<file path="src/rtl/ram_bist_ctrl.sv">
// ram_bist_ctrl: two-pass write/read-back march BIST for a single-port
// synchronous RAM with registered read data. Pass 0 uses the address-derived
// pattern (addr ^ SEED), pass 1 its inverse. Reports pass/fail, the first
// failing address/data and the total mismatch count.
module ram_bist_ctrl #(
   parameter int             DW    = 8,
   parameter int             AW    = 5,
   parameter int             DEPTH = 32,
   parameter logic [DW-1:0]  SEED  = 8'hA5
) (
   input  logic            clk,
   input  logic            rst,
   input  logic            start,
   output logic            mem_wr_re,
   output logic [AW-1:0]   mem_add,
   output logic [DW-1:0]   mem_din,
   input  logic [DW-1:0]   mem_dout,
   output logic            busy,
   output logic            done,
   output logic            pass,
   output logic [AW-1:0]   fail_add,
   output logic [DW-1:0]   fail_data,
   output logic [AW+1:0]   err_cnt
);

   typedef enum logic [1:0] {IDLE, WR, RD, DRAIN} state_t;

   state_t          state;
   logic            p;          // current pass: 0 = true pattern, 1 = inverted
   logic [AW-1:0]   d_add;      // address aligned with the RAM's registered dout
   logic            chk_vld;    // d_add/mem_dout pair is a read to be checked
   logic            mismatch;
   logic            last_add;
   logic [AW+1:0]   err_next;

   // Pattern written to / expected from address a in pass pp.
   function automatic logic [DW-1:0] exp_data(input logic [AW-1:0] a, input logic pp);
      logic [DW-1:0] v;
      v = DW'(a) ^ SEED;
      return pp ? ~v : v;
   endfunction

   // Compare the returning read data against the pattern of the delayed address.
   always_comb begin
      mismatch = chk_vld && (mem_dout != exp_data(d_add, p));
      err_next = err_cnt + (AW+2)'(mismatch);
      last_add = (mem_add == AW'(DEPTH-1));
   end

   // Sequencer, read-latency alignment and result capture, all registered.
   always_ff @(posedge clk or posedge rst) begin
      if (rst) begin
         state     <= IDLE;
         p         <= 1'b0;
         d_add     <= '0;
         chk_vld   <= 1'b0;
         mem_wr_re <= 1'b0;
         mem_add   <= '0;
         mem_din   <= '0;
         busy      <= 1'b0;
         done      <= 1'b0;
         pass      <= 1'b0;
         fail_add  <= '0;
         fail_data <= '0;
         err_cnt   <= '0;
      end else begin
         d_add   <= mem_add;
         chk_vld <= (state == RD);

         if (mismatch) begin
            err_cnt <= err_next;
            if (err_cnt == '0) begin
               fail_add  <= d_add;
               fail_data <= mem_dout;
            end
         end

         case (state)
            IDLE: begin
               if (start) begin
                  done      <= 1'b0;
                  pass      <= 1'b0;
                  fail_add  <= '0;
                  fail_data <= '0;
                  err_cnt   <= '0;
                  p         <= 1'b0;
                  busy      <= 1'b1;
                  mem_wr_re <= 1'b1;
                  mem_add   <= '0;
                  mem_din   <= exp_data('0, 1'b0);
                  state     <= WR;
               end
            end
            WR: begin
               if (last_add) begin
                  mem_wr_re <= 1'b0;
                  mem_add   <= '0;
                  mem_din   <= '0;
                  state     <= RD;
               end else begin
                  mem_add   <= mem_add + 1'b1;
                  mem_din   <= exp_data(mem_add + 1'b1, p);
               end
            end
            RD: begin
               if (last_add) begin
                  mem_add <= '0;
                  state   <= DRAIN;
               end else begin
                  mem_add <= mem_add + 1'b1;
               end
            end
            DRAIN: begin
               // Final compare of the pass (address DEPTH-1) happens this cycle.
               if (!p) begin
                  p         <= 1'b1;
                  mem_wr_re <= 1'b1;
                  mem_add   <= '0;
                  mem_din   <= exp_data('0, 1'b1);
                  state     <= WR;
               end else begin
                  busy  <= 1'b0;
                  done  <= 1'b1;
                  pass  <= (err_next == '0);
                  state <= IDLE;
               end
            end
            default: state <= IDLE;
         endcase
      end
   end

endmodule

</file>
<file path="config.mk">
export PLATFORM = sky130hd
export DESIGN_NAME = ram_bist_ctrl
export DESIGN_NICKNAME = d
export VERILOG_FILES = /design/src/rtl/ram_bist_ctrl.sv
export SDC_FILE = /design/constraint.sdc
export NUM_CORES = 1
export LEC_CHECK = 0
export BUFFER_PORTS_ARGS = -buffer_cell sky130_fd_sc_hd__buf_2
export CAP_MARGIN = 20
export CORE_MARGIN = 3
export CORE_UTILIZATION = 55
export CTS_CLUSTER_SIZE = 40
export DETAILED_ROUTE_END_ITERATION = 10
export GPL_TIMING_DRIVEN = 0
export PLACE_DENSITY_LB_ADDON = 0.3
export SLEW_MARGIN = 20
export SYNTH_ARGS = -nofsm -noshare
export SYNTH_HDL_FRONTEND = slang
export SYNTH_SLANG_ARGS = --single-unit
</file>
<file path="constraint.sdc">
create_clock -name clk -period 3.6 [get_ports clk]
set_input_delay 0.18 -clock clk [delete_from_list [all_inputs] [get_ports clk]]
set_output_delay 0.18 -clock clk [all_outputs]
set_load 0.05 [all_outputs]
</file>
# Word level (Yosys, flattened, before mapping)
# Index checks and enable logic that the tools add are counted.
[totals]
regBits = 46
inputBits = 11
elab_cells = 80
[classes]
n_eq_ne = 10
muxes = 38
n_reduce_logical = 13
bitwise = 4
addsub = 2
[ops]
columns = ["op", "count"]
rows = [
  ["two-way mux 8 bit", 9],
  ["two-way mux 5 bit", 7],
  ["one-hot mux 8 bit (3 select lines)", 1],
  ["two-way mux 7 bit", 3],
  ["inverter 8 bit", 2],
  ["one-hot mux 5 bit (3 select lines)", 1],
  ["logical NOT 7 bit", 2],
  ["!= test 2 bit (second input constant)", 5],
  ["AND reduction 3 bit", 3],
  ["two-way mux 1 bit", 8],
  ["!= test 8 bit", 1],
  ["inverter 2 -> 4 bit", 2],
  ["one-hot mux 1 bit (2 select lines)", 4],
  ["one-hot mux 2 bit (4 select lines)", 1],
  ["adder 7 x 1 -> 7 bit", 1],
  ["two-way mux 2 bit", 3],
  ["adder 5 x 1 -> 5 bit (second input constant)", 1],
  ["== test 5 bit (second input constant)", 1],
  ["== test 2 bit (second input constant)", 2],
  ["AND reduction 2 bit", 2],
  ["AND reduction 4 bit", 1],
  ["one-hot mux 1 bit (3 select lines)", 1],
  ["nonzero test 3 bit", 1],
  ["== test 2 x 1 -> 1 bit (second input constant)", 1],
  ["4 further kinds", 4],
]

# Depth between registers and ports, before layout
# Gate-level depths: netlist (run 1).
[depth]
depth_word = 9
mapped_depth = 12
depth_no_buf = 10

# Worst setup path after synthesis (run 1)
# Ideal clock, no wire load.
[synth_path]
path_kind = "register to register"
start = "reg d_add[4]"
end = "reg err_cnt[6]"
slack_ps = 1058
arrival_ps = 2402
path_buffers = 1
stages_incl_launch_ff = 12
setup_ps = 140
required_ps = 3460
period_less_slack_ps = 2542
cell_sequence = "dfrtp_1 > xor2_1 > o211a_1 > o221a_1 > buf_4 > nor2_1 > ha_1 > ha_1 > and3_1 > nand3_1 > o311ai_0 > o41ai_1"
[synth_between]
elab_chain_cells = 8
[synth_lines]
columns = ["element", "line", "text"]
rows = [
  ["start, declared", "30", "logic [AW-1:0] d_add;"],
  ["start signal, assigned", "67", "d_add <= mem_add;"],
  ["inverter 8 bit", "40", "return pp ? ~v : v;"],
  ["two-way mux 8 bit *", "40", ""],
  ["!= test 8 bit *", "45", "mismatch = chk_vld && (mem_dout != exp_data(d_add, p));"],
  ["logical AND 1 bit *", "45", ""],
  ["adder 7 x 1 -> 7 bit", "46", "err_next = err_cnt + (AW+2)'(mismatch);"],
  ["two-way mux 7 bit *", "70", "if (mismatch) begin"],
  ["two-way mux 7 bit", "80", "if (start) begin"],
  ["two-way mux 7 bit *", "78", "case (state)"],
  ["end signal, assigned", "71", "err_cnt <= err_next;"],
  ["end, declared", "23", "output logic [AW+1:0] err_cnt"],
]
# Every way passes the cells marked *; elsewhere a longest branch is shown, timed or not.
# A chain may end at the register's enable or synchronous reset.

# Worst setup path after layout (run 1)
[layout_path]
start = "reg p"
end = "reg err_cnt[6]"
[layout_between]
elab_chain_cells = 7
[layout_lines]
columns = ["element", "line", "text"]
rows = [
  ["start, declared", "29", "logic p;"],
  ["start signal, assigned", "54", "p <= 1'b0;"],
  ["start signal, assigned", "86", "p <= 1'b0;"],
  ["start signal, assigned", "116", "p <= 1'b1;"],
  ["two-way mux 8 bit *", "40", ""],
  ["!= test 8 bit *", "45", ""],
  ["logical AND 1 bit *", "45", ""],
  ["adder 7 x 1 -> 7 bit", "46", ""],
  ["two-way mux 7 bit *", "70", ""],
  ["two-way mux 7 bit", "80", ""],
  ["two-way mux 7 bit *", "78", ""],
]
# Marked as above.

==> metrics.cfg, run 1 <==
[worst_setup_path]
worstPathMaxFanout=10
reg2reg_from=p
worstSetupPathType=reg2reg
end_kind=flip-flop
critPathLaunchType=flip-flop
ff2ff_path_depth=12
worstPathRequired_ns=3.76
critPathLaunch=p
r2r_slack_ns=0.73
arrival_ns=3.04

[sta]
rsz0062_at_grt=no
final_hold_viol_count=0
setup_viol=0
drv_slew=0
setup_ws_ns=0.730
max_freq_ghz=0.348
fin_worst_skew_ns=0.00880
max-slew-margin-rel=0.687
finalSetupTns_ns=0
fin_crit_ns=2.87
post-route-period-util=0.797
tightest_slew_ns=0.470

[pwr]
cellPowerDensity_mw_per_mm2=919
leakage_nw=1.37
vdd_ir_drop_max_mv=0.560

[die]
num_io_pins=48
die_x_um=72.0
rows=23
die_area_sq_mm=0.00519
core_area_sq_mm=0.00412
die_y_um=72.0
start_util=0.583

[layout]
post-route-util=0.683
diodes=0
layout-drive-gt1-share=0.281
nNetsFinal=320
area_growth_pct=17.3
final_common_cell=buf_2
final_cell_mix=buf_2 (51), dfrtp_1 (45), a21oi_1 (34)
fin_cells=352
design_area_sq_mm=0.00281

[global_routing]
grt_max_degree=33
grt_pass1_vias=1995
grt_pass1_wl_um=9000
overflow=0
grtUsageTotal=0.218
antenna_found_initial=0

[synthesis]
synth_seq_cells=45
netlist_instances=245
syn-cell-area_sq_mm=0.00240
synth-edff-count=0
synth_warnings=0
ys_async_sr_fraction=1.00
ys_seq_area_frac=0.470
ys_top_cells_by_area=dfrtp_1 (47%), a21oi_1 (7.1%), ha_1 (4.2%), nand4_1 (4.2%), o21ai_2 (3.7%)
syn-num-nets=264
synth.avg_cell_area_sq_um=9.78
synth_top_area_frac=0.470
synth_cell_type_count=41
synth.largest_area_cell=dfrtp_1
synth_flop_cell=dfrtp_1

[clocking]
cts.sinks=45
tritoncts=yes
root_buffer=clkbuf_8
clock_path_buffers=2
worstSkewPairLatency_ns=0.30
post_cts_buffers=0
clkTransAtPathRegs_ns=0.09
cts_buffers=5
htree_num_levels=2

[min_path]
hold_class=in2reg
whs_path_depth=3
min_from=mem_dout[4]

[placement]
dp_slack_ns=0.773
io_buffers=47
dpl.cell_count=343
placed_area_sq_mm=0.00272
gp_congestion=0.855
hpwl_um=3850

[routing]
ant_nets=0
post_drt_wl_per_cell_um=14.5
num_vias=1987
viasPerCell=5.64
drtIter0Drc=125
drt_pass1_iterations=4
drc=0
wirelength_um=5100

[status]
status=completed

[flow_run]
drv_cap=0

layer usage:
metal / global-route usage / vias up / routed length [um]
met5: 0 / - / 0
met4: 0.0647 / 0 / 82
met3: 0.0499 / 8 / 235
met2: 0.374 / 49 / 2480
met1: 0.274 / 935 / 2300
li1: - / 995 / -
state kept, by name, indices dropped and copies added, names as in the netlist:
name,flops
state,2
done,1
chk_vld,1
d_add,5
p,1
err_cnt,7
fail_data,8
mem_add,5
mem_din,7
mem_wr_re,1
fail_add,5
busy,1
pass,1
where the power goes:
part | internal, mW | switching, mW
Sequential | 0.667 | 0.121
Clock | 0.134 | 0.174
Combinational | 0.445 | 1.04
Total | 1.25 | 1.34
through the flow:
step	hold WS (ns)	power (mW)
4_1_cts	0.148	2.61
3_3_place_gp	0.440	2.25
5_1_grt	0.146	2.80
6_report	0.155	2.58
2_1_floorplan	0.329	1.96
3_5_place_dp	0.157	2.29
cell type report:
cell class                      instances  area (sq um)
Timing Repair Buffer                   49           265
Clock buffer                            5          68.8
Multi-Input combinational cell        178          1160
Inverter                                7          26.3
Sequential cell                        45          1130
Clock inverter                          3          17.5
Tap cell                               50          62.6
Buffer                                 15          87.6
Fill cell                             346          1300
kinds of logic after synthesis:
family | after synthesis | synth area share
compound gates | 73 | 0.195
xor+xnor | 14 | 0.0511
fa+ha+maj | 8 | 0.0418
buf+inv | 22 | 0.0475
flops | 45 | 0.470
mux | 3 | 0.0130
simple gates | 80 | 0.182
path summary, 6_finish.rpt:
| kind | to |
|---|---|
| min in group asynchronous | fail_data[2] |
| worst min-delay path | fail_data[4] |
| worst max register to register | err_cnt[6] |
| max in group asynchronous | chk_vld |
| worst min register to register | d_add[4] |
| worst max-delay path | err_cnt[6] |
Yosys cell counts, types with 4 or more instances:
library cell / n
ha_1: 8
inv_1: 7
clkbuf_1: 5
nor2_1: 22
nand4_1: 16
nand2_1: 15
o21ai_0: 11
buf_2: 4
o21ai_2: 10
nand2b_1: 5
xor2_1: 10
a21oi_1: 34
nand3_1: 6
xnor2_1: 4
dfrtp_1: 45
critical path, cell delays in order, from the launching register on:
cell      delay, ns
dfrtp_1        0.33
buf_2          0.22
nor2_1         0.07
and4_1         0.22
o221a_1        0.25
buf_4          0.17
nor2_1         0.18
ha_1           0.20
ha_1           0.22
and3_1         0.25
nand3_1        0.16
o311ai_0       0.33
o41ai_1        0.13
what timing repair did:
| item | 4_1_cts | 5_1_grt |
|---|---|---|
| hold endpoints to repair | 13 | 0 |
| hold buffers | 1 | 0 |
| resized for setup | 0 | 0 |
| endpoints found under the setup margin | 0 | 0 |
(Power assumes the default switching activity.)
==> inputs of run 2 (changes only) <==
CORE_UTILIZATION = 49   (was 55)
clock period = 2.48 ns   (was 3.6 ns; I/O delays follow)
==> run 2 against run 1 <==
Net effect: worst setup slack worse by 0.72 ns; die area up 11%; clock skew shrank 0.00061 ns; routed wire length rose by 7.0%; combinational power grew 53%; critical path depth down 1; first-iteration DRC count down 24%; design area increased by 9.1%; sequential power grew 47%; maximum frequency grew 16%; utilization down 0.69 points.
==> metrics.cfg, run 2 (same netlist as run 1, synthesis figures left out) <==
[layout]
nNetsFinal=330  ; was 320
post-route-util=0.676  ; was 0.683
diodes=0  ; unchanged
fin_cells=377  ; was 352
area_growth_pct=27.9  ; was 17.3%
final_cell_mix=buf_2 (50), dfrtp_1 (45), a21oi_1 (34)  ; was buf_2 (51), dfrtp_1 (45), a21oi_1 (34)
layout-drive-gt1-share=0.356  ; was 0.281
final_common_cell=buf_2  ; unchanged
reg.largest.list=fail_data x8, err_cnt x7, mem_din x7  ; unchanged
regMostFlops=fail_data  ; unchanged
largest_reg_flops=8  ; unchanged
design_area_sq_mm=0.00307  ; was 0.00281 sq mm

[global_routing]
grt_max_degree=30  ; was 33
grtUsageTotal=0.192  ; was 0.218
overflow=0  ; unchanged
grt_pass1_wl_um=9320  ; was 9000 um
antenna_found_initial=0  ; unchanged
grt_pass1_vias=2080  ; was 1995

[worst_setup_path]
arrival_ns=2.66  ; was 3.04 ns
r2r_slack_ns=0.009  ; was 0.73 ns
worstSetupPathType=reg2reg  ; unchanged
worstPathMaxFanout=4  ; was 10
worstPathRequired_ns=2.67  ; was 3.76 ns
critPathLaunchType=flip-flop  ; unchanged
end_kind=flip-flop  ; unchanged

[sta]
rsz0062_at_grt=yes  ; was no
max-slew-margin-rel=0.679  ; was 0.687
fin_worst_skew_ns=0.00819  ; was 0.00880 ns
tightest_slew_ns=0.482  ; was 0.470 ns
max_freq_ghz=0.405  ; was 0.348 GHz
timing.hold.ws_ns=0.0977  ; was 0.155 ns
setup_viol=0  ; unchanged
fin_crit_ns=2.47  ; was 2.87 ns
post-route-period-util=0.996  ; was 0.797
final_hold_viol_count=0  ; unchanged
drv_slew=0  ; unchanged

[placement]
dpl.cell_count=358  ; was 343
io_buffers=47  ; unchanged
gp_congestion=0.810  ; was 0.855
placed_area_sq_mm=0.00274  ; was 0.00272 sq mm
hpwl_um=3820  ; was 3850 um

[die]
die_x_um=75.9  ; was 72.0 um
start_util=0.529  ; was 0.583
die_area_sq_mm=0.00577  ; was 0.00519 sq mm
num_io_pins=48  ; unchanged
rows=24  ; was 23
core_area_sq_mm=0.00453  ; was 0.00412 sq mm
die_y_um=75.9  ; was 72.0 um

[pwr]
power.total_mw=4.00  ; was 2.58 mW
cellPowerDensity_mw_per_mm2=1310  ; was 919 mW/mm^2
vdd_ir_drop_max_mv=0.748  ; was 0.560 mV
leakage_nw=1.46  ; was 1.37 nW

[min_path]
hold_class=in2reg  ; unchanged

[clocking]
root_buffer=clkbuf_8  ; unchanged
clkTransAtPathRegs_ns=0.09  ; about the same
cts_buffers=5  ; unchanged
cts.sinks=45  ; unchanged
htree_num_levels=2  ; unchanged
worstSkewPairLatency_ns=0.30  ; about the same
clock_path_buffers=2  ; unchanged
tritoncts=yes  ; unchanged

[routing]
drc=0  ; unchanged
post_drt_wl_per_cell_um=14.5  ; about the same
num_vias=2047  ; was 1987
ant_nets=0  ; unchanged
drtIter0Drc=95  ; was 125
viasPerCell=5.43  ; was 5.64
drt_pass1_iterations=5  ; was 4
wirelength_um=5460  ; was 5100 um

[status]
status=completed  ; unchanged

[flow_run]
drv_cap=0  ; unchanged

==> run 2: changes by cell type in the layout (fill, tap and decap cells not counted), sizes merged <==
cell / delta
bufinv: +1
buf: +10
clkinv: -1
==> run 2: per-layer routing <==
layer / global-route usage / part of all wire / wire length [um] / up-vias
met2: 0.316 / 0.50 / 2710 / 56
met3: 0.0379 / 0.052 / 281 / 10
met5: 0 / 0 / 0 / -
met4: 0.0833 / 0.019 / 101 / 0
met1: 0.248 / 0.43 / 2360 / 964
li1: - / - / - / 1017
==> run 2: path summary, 6_finish.rpt <==
kind	start	cells past startpoint	endpoint
worst min-delay path	mem_dout[3]	3	fail_data[3]
worst max-delay path	d_add[4]	11	pass
worst max register to register	d_add[4]	11	pass
worst min register to register	mem_add[4]	0	d_add[4]
min in group asynchronous	rst	3	mem_add[3]
max in group asynchronous	rst	4	err_cnt[5]
==> run 2: area by class of cell <==
class	count	area [sq um]
inverter	7	26.3
multi-input combinational	178	1280
sequential	45	1130
clock inverter	3	46.3
tap	65	81.3
timing repair buffer	60	355
clock buffer	5	68.8
fill	362	1470
buffer	14	82.6
==> run 2: power breakdown <==
part / total, mW / leakage, nW / switching (mW) / internal [mW]
logic: 2.28 / 0.823 / 1.56 / 0.720
clock network: 0.561 / 0.0543 / 0.259 / 0.302
registers: 1.16 / 0.577 / 0.195 / 0.968
==> run 2: worst max-delay path, stage by stage (launching register included) <==
cell     delay [ns]
dfrtp_1        0.42
xor2_2         0.20
nor4_2         0.31
o221a_1        0.34
nor2_4         0.06
ha_4           0.17
ha_4           0.17
and3_4         0.19
buf_6          0.11
nand3_4        0.09
xnor2_2        0.08
o41ai_2        0.22
==> run 2: through the flow <==
stage | setup slack, ns | setup TNS [ns]
after floorplan | 0.00430 | 0
after global placement | -0.229 | -0.423
after detailed placement | -0.295 | -0.677
after CTS | -0.0419 | -0.0419
after global routing | -0.0512 | -0.0898
final | 0.00920 | 0
==> run 2: what timing repair did <==
action,CTS,global route
resized for setup,14,12
setup endpoints to repair,4,3
hold buffers,1,0
pin swaps,8,7
hold endpoints to repair,16,0
setup buffers,5,6
gates cloned,0,0
==> inputs of run 3 (changes only) <==
CORE_UTILIZATION = 51   (was 49)
CTS_BUF_LIST = sky130_fd_sc_hd__clkbuf_8   (was unset)
PLACE_DENSITY = 0.85   (was unset)
PLACE_DENSITY_LB_ADDON = unset   (was 0.3)
==> run 3 against run 2 <==
Net effect: the run now ends with negative setup slack left; combinational power grew 2%; maximum frequency fell by 4.4%; via count rose by 3.8%; highest routed layer unchanged; first-iteration DRC count up 89%; sequential power about the same; register-to-register slack worse by 0.11 ns; worst setup slack got worse by 0.11 ns; global-route usage increased by 2.5 points; clock-buffer cell count is 2 higher; worst hold slack improved by 0.0091 ns; critical path depth unchanged; clock skew rose by 0.0034 ns; critical path type unchanged.
==> metrics.cfg, run 3 (same netlist as run 1, synthesis figures left out) <==
[worst_setup_path]
slowest_delay_ns=0.42  ; about the same
r2r_slack_ns=-0.11  ; was 0.009 ns
worstPathCellList=xor2_2 -> o211a_1 -> o221a_1 -> buf_6 -> nor2_4 -> ha_4 -> ha_4 -> and3_4 -> nand3_4 -> xnor2_2 -> o41ai_2  ; was xor2_2 -> nor4_2 -> o221a_1 -> nor2_4 -> ha_4 -> ha_4 -> and3_4 -> buf_6 -> nand3_4 -> xnor2_2 -> o41ai_2
end_kind=flip-flop  ; unchanged
arrival_ns=2.78  ; was 2.66 ns
critical-path-top-delay-family=compound AO/OA/AOI/OAI gates  ; was simple AND/OR/NAND/NOR gates
reg2reg_from=d_add[4]  ; unchanged
worstSetupPathType=reg2reg  ; unchanged
timing.rr.end=pass  ; unchanged
worst-path-buf-inv=1  ; unchanged
worstPathRequired_ns=2.67  ; about the same
critPathLaunchType=flip-flop  ; unchanged
worstPathMaxFanout=5  ; was 4
path_common_cell=ha_4  ; unchanged
cp_slowest_cell=dfrtp_1  ; unchanged
ff2ff_path_depth=11  ; unchanged

[status]
status=finished with violations  ; was completed
violations=negative setup slack

[pwr]
leakage_nw=1.47  ; was 1.46 nW
cellPowerDensity_mw_per_mm2=1310  ; about the same
vdd_ir_drop_max_mv=0.816  ; was 0.748 mV

[placement]
io_buffers=47  ; unchanged
gp_congestion=0.848  ; was 0.810
dpl.cell_count=345  ; was 358
placed_area_sq_mm=0.00272  ; was 0.00274 sq mm
hpwl_um=3940  ; was 3820 um
dp_slack_ns=-0.269  ; was -0.295 ns

[die]
die_x_um=74.6  ; was 75.9 um
rows=24  ; unchanged
start_util=0.539  ; was 0.529
die_area_sq_mm=0.00556  ; was 0.00577 sq mm
die_y_um=74.6  ; was 75.9 um
num_io_pins=48  ; unchanged
core_area_sq_mm=0.00444  ; was 0.00453 sq mm

[sta]
rsz0062_at_grt=yes  ; unchanged
post-route-period-util=1.04  ; was 0.996
final_hold_viol_count=0  ; unchanged
max_freq_ghz=0.387  ; was 0.405 GHz
max-slew-margin-rel=0.671  ; was 0.679
finalSetupTns_ns=-0.179  ; was 0 ns
fin_worst_skew_ns=0.0116  ; was 0.00819 ns
tightest_slew_ns=0.493  ; was 0.482 ns
setup_ws_ns=-0.105  ; was 0.00920 ns
setup_viol=3  ; was 0
drv_slew=0  ; unchanged
fin_crit_ns=2.59  ; was 2.47 ns

[routing]
drtIter0Drc=180  ; was 95
post_drt_wl_per_cell_um=15.7  ; was 14.5 um
ant_nets=0  ; unchanged
drc=0  ; unchanged
wirelength_um=5730  ; was 5460 um
drt_pass1_iterations=4  ; was 5
viasPerCell=5.80  ; was 5.43
num_vias=2124  ; was 2047

[clocking]
root_buffer=clkbuf_8  ; unchanged
worstSkewPairLatency_ns=0.30  ; about the same
cts.sinks=45  ; unchanged
clkTransAtPathRegs_ns=0.09  ; about the same
htree_num_levels=2  ; unchanged
clock_path_buffers=2  ; unchanged
tritoncts=yes  ; unchanged
cts_buffers=5  ; unchanged

[layout]
final_cell_mix=buf_2 (50), dfrtp_1 (45), a21oi_1 (34)  ; unchanged
reg.largest.list=fail_data x8, err_cnt x7, mem_din x7  ; unchanged
layout-drive-gt1-share=0.354  ; was 0.356
nNetsFinal=332  ; was 330
regMostFlops=fail_data  ; unchanged
design_area_sq_mm=0.00306  ; was 0.00307 sq mm
area_growth_pct=27.5  ; was 27.9%
fin_cells=366  ; was 377
final_common_cell=buf_2  ; unchanged
largest_reg_flops=8  ; unchanged
diodes=0  ; unchanged

[global_routing]
grt_pass1_vias=2042  ; was 2080
grtUsageTotal=0.217  ; was 0.192
grt_pass1_wl_um=9520  ; was 9320 um
overflow=0  ; unchanged
antenna_found_initial=0  ; unchanged
grt_max_degree=28  ; was 30

[min_path]
hold_end=fail_data[4]  ; was fail_data[3]
whs_path_depth=3  ; unchanged
min_from=mem_dout[4]  ; was mem_dout[3]
hold_class=in2reg  ; unchanged

[flow_run]
drv_cap=0  ; unchanged

## run 3: what timing repair did
action	CTS	global route
pin swaps	4	5
gates resized for setup	17	6
setup endpoints to repair	3	4
endpoints found under the hold margin	18	0
buffers inserted	5	7
hold buffers	1	0
## run 3: per-stage QoR
stage / power (mW) / util / hold slack (ns)
2_1_floorplan: 2.85 / - / 0.273
3_3_place_gp: 3.27 / 0.608 / 0.407
3_5_place_dp: 3.33 / 0.612 / 0.135
4_1_cts: 3.95 / 0.666 / 0.0825
5_1_grt: 4.25 / 0.688 / 0.105
6_report: 3.99 / 0.688 / 0.107
## run 3: worst max path at each step
stage	start	end	slack (ns)	depth (start not counted)
floorplan	d_add[4]	err_cnt[6]	0.004	11
global placement	p	pass	-0.19	12
detailed placement	p	pass	-0.27	12
CTS	d_add[3]	pass	0.01	11
global route	d_add[4]	err_cnt[5]	-0.23	10
finish	d_add[4]	pass	-0.11	11
## run 3: report_power, final
group          total (mW)  switching [mW]  internal [mW]  leakage (nW)
clock               0.498           0.246          0.252        0.0542
combinational        2.33            1.59          0.734         0.835
sequential           1.16           0.196          0.968         0.577
total                3.99            2.03           1.95          1.47
## run 3: final cells by class
| type | instances | area, sq um |
|---|---|---|
| multi-input combinational | 178 | 1280 |
| tap | 52 | 65.1 |
| inverter | 7 | 26.3 |
| buffer | 15 | 97.6 |
| clock buffer | 7 | 96.3 |
| clock inverter | 1 | 5.00 |
| timing repair buffer | 61 | 355 |
| fill | 339 | 1390 |
| sequential | 45 | 1130 |
## run 3: worst register-to-register path, cell delays in order (launching register included)
cell	delay, ns
dfrtp_1	0.42
xor2_2	0.18
o211a_1	0.23
o221a_1	0.24
buf_6	0.13
nor2_4	0.14
ha_4	0.16
ha_4	0.14
and3_4	0.22
nand3_4	0.11
xnor2_2	0.17
o41ai_2	0.35
## run 3: metal layers
metal,wire (um),track usage
met2,2870,0.373
met1,2380,0.272
met3,317,0.0378
met4,163,0.0870
met5,0,0
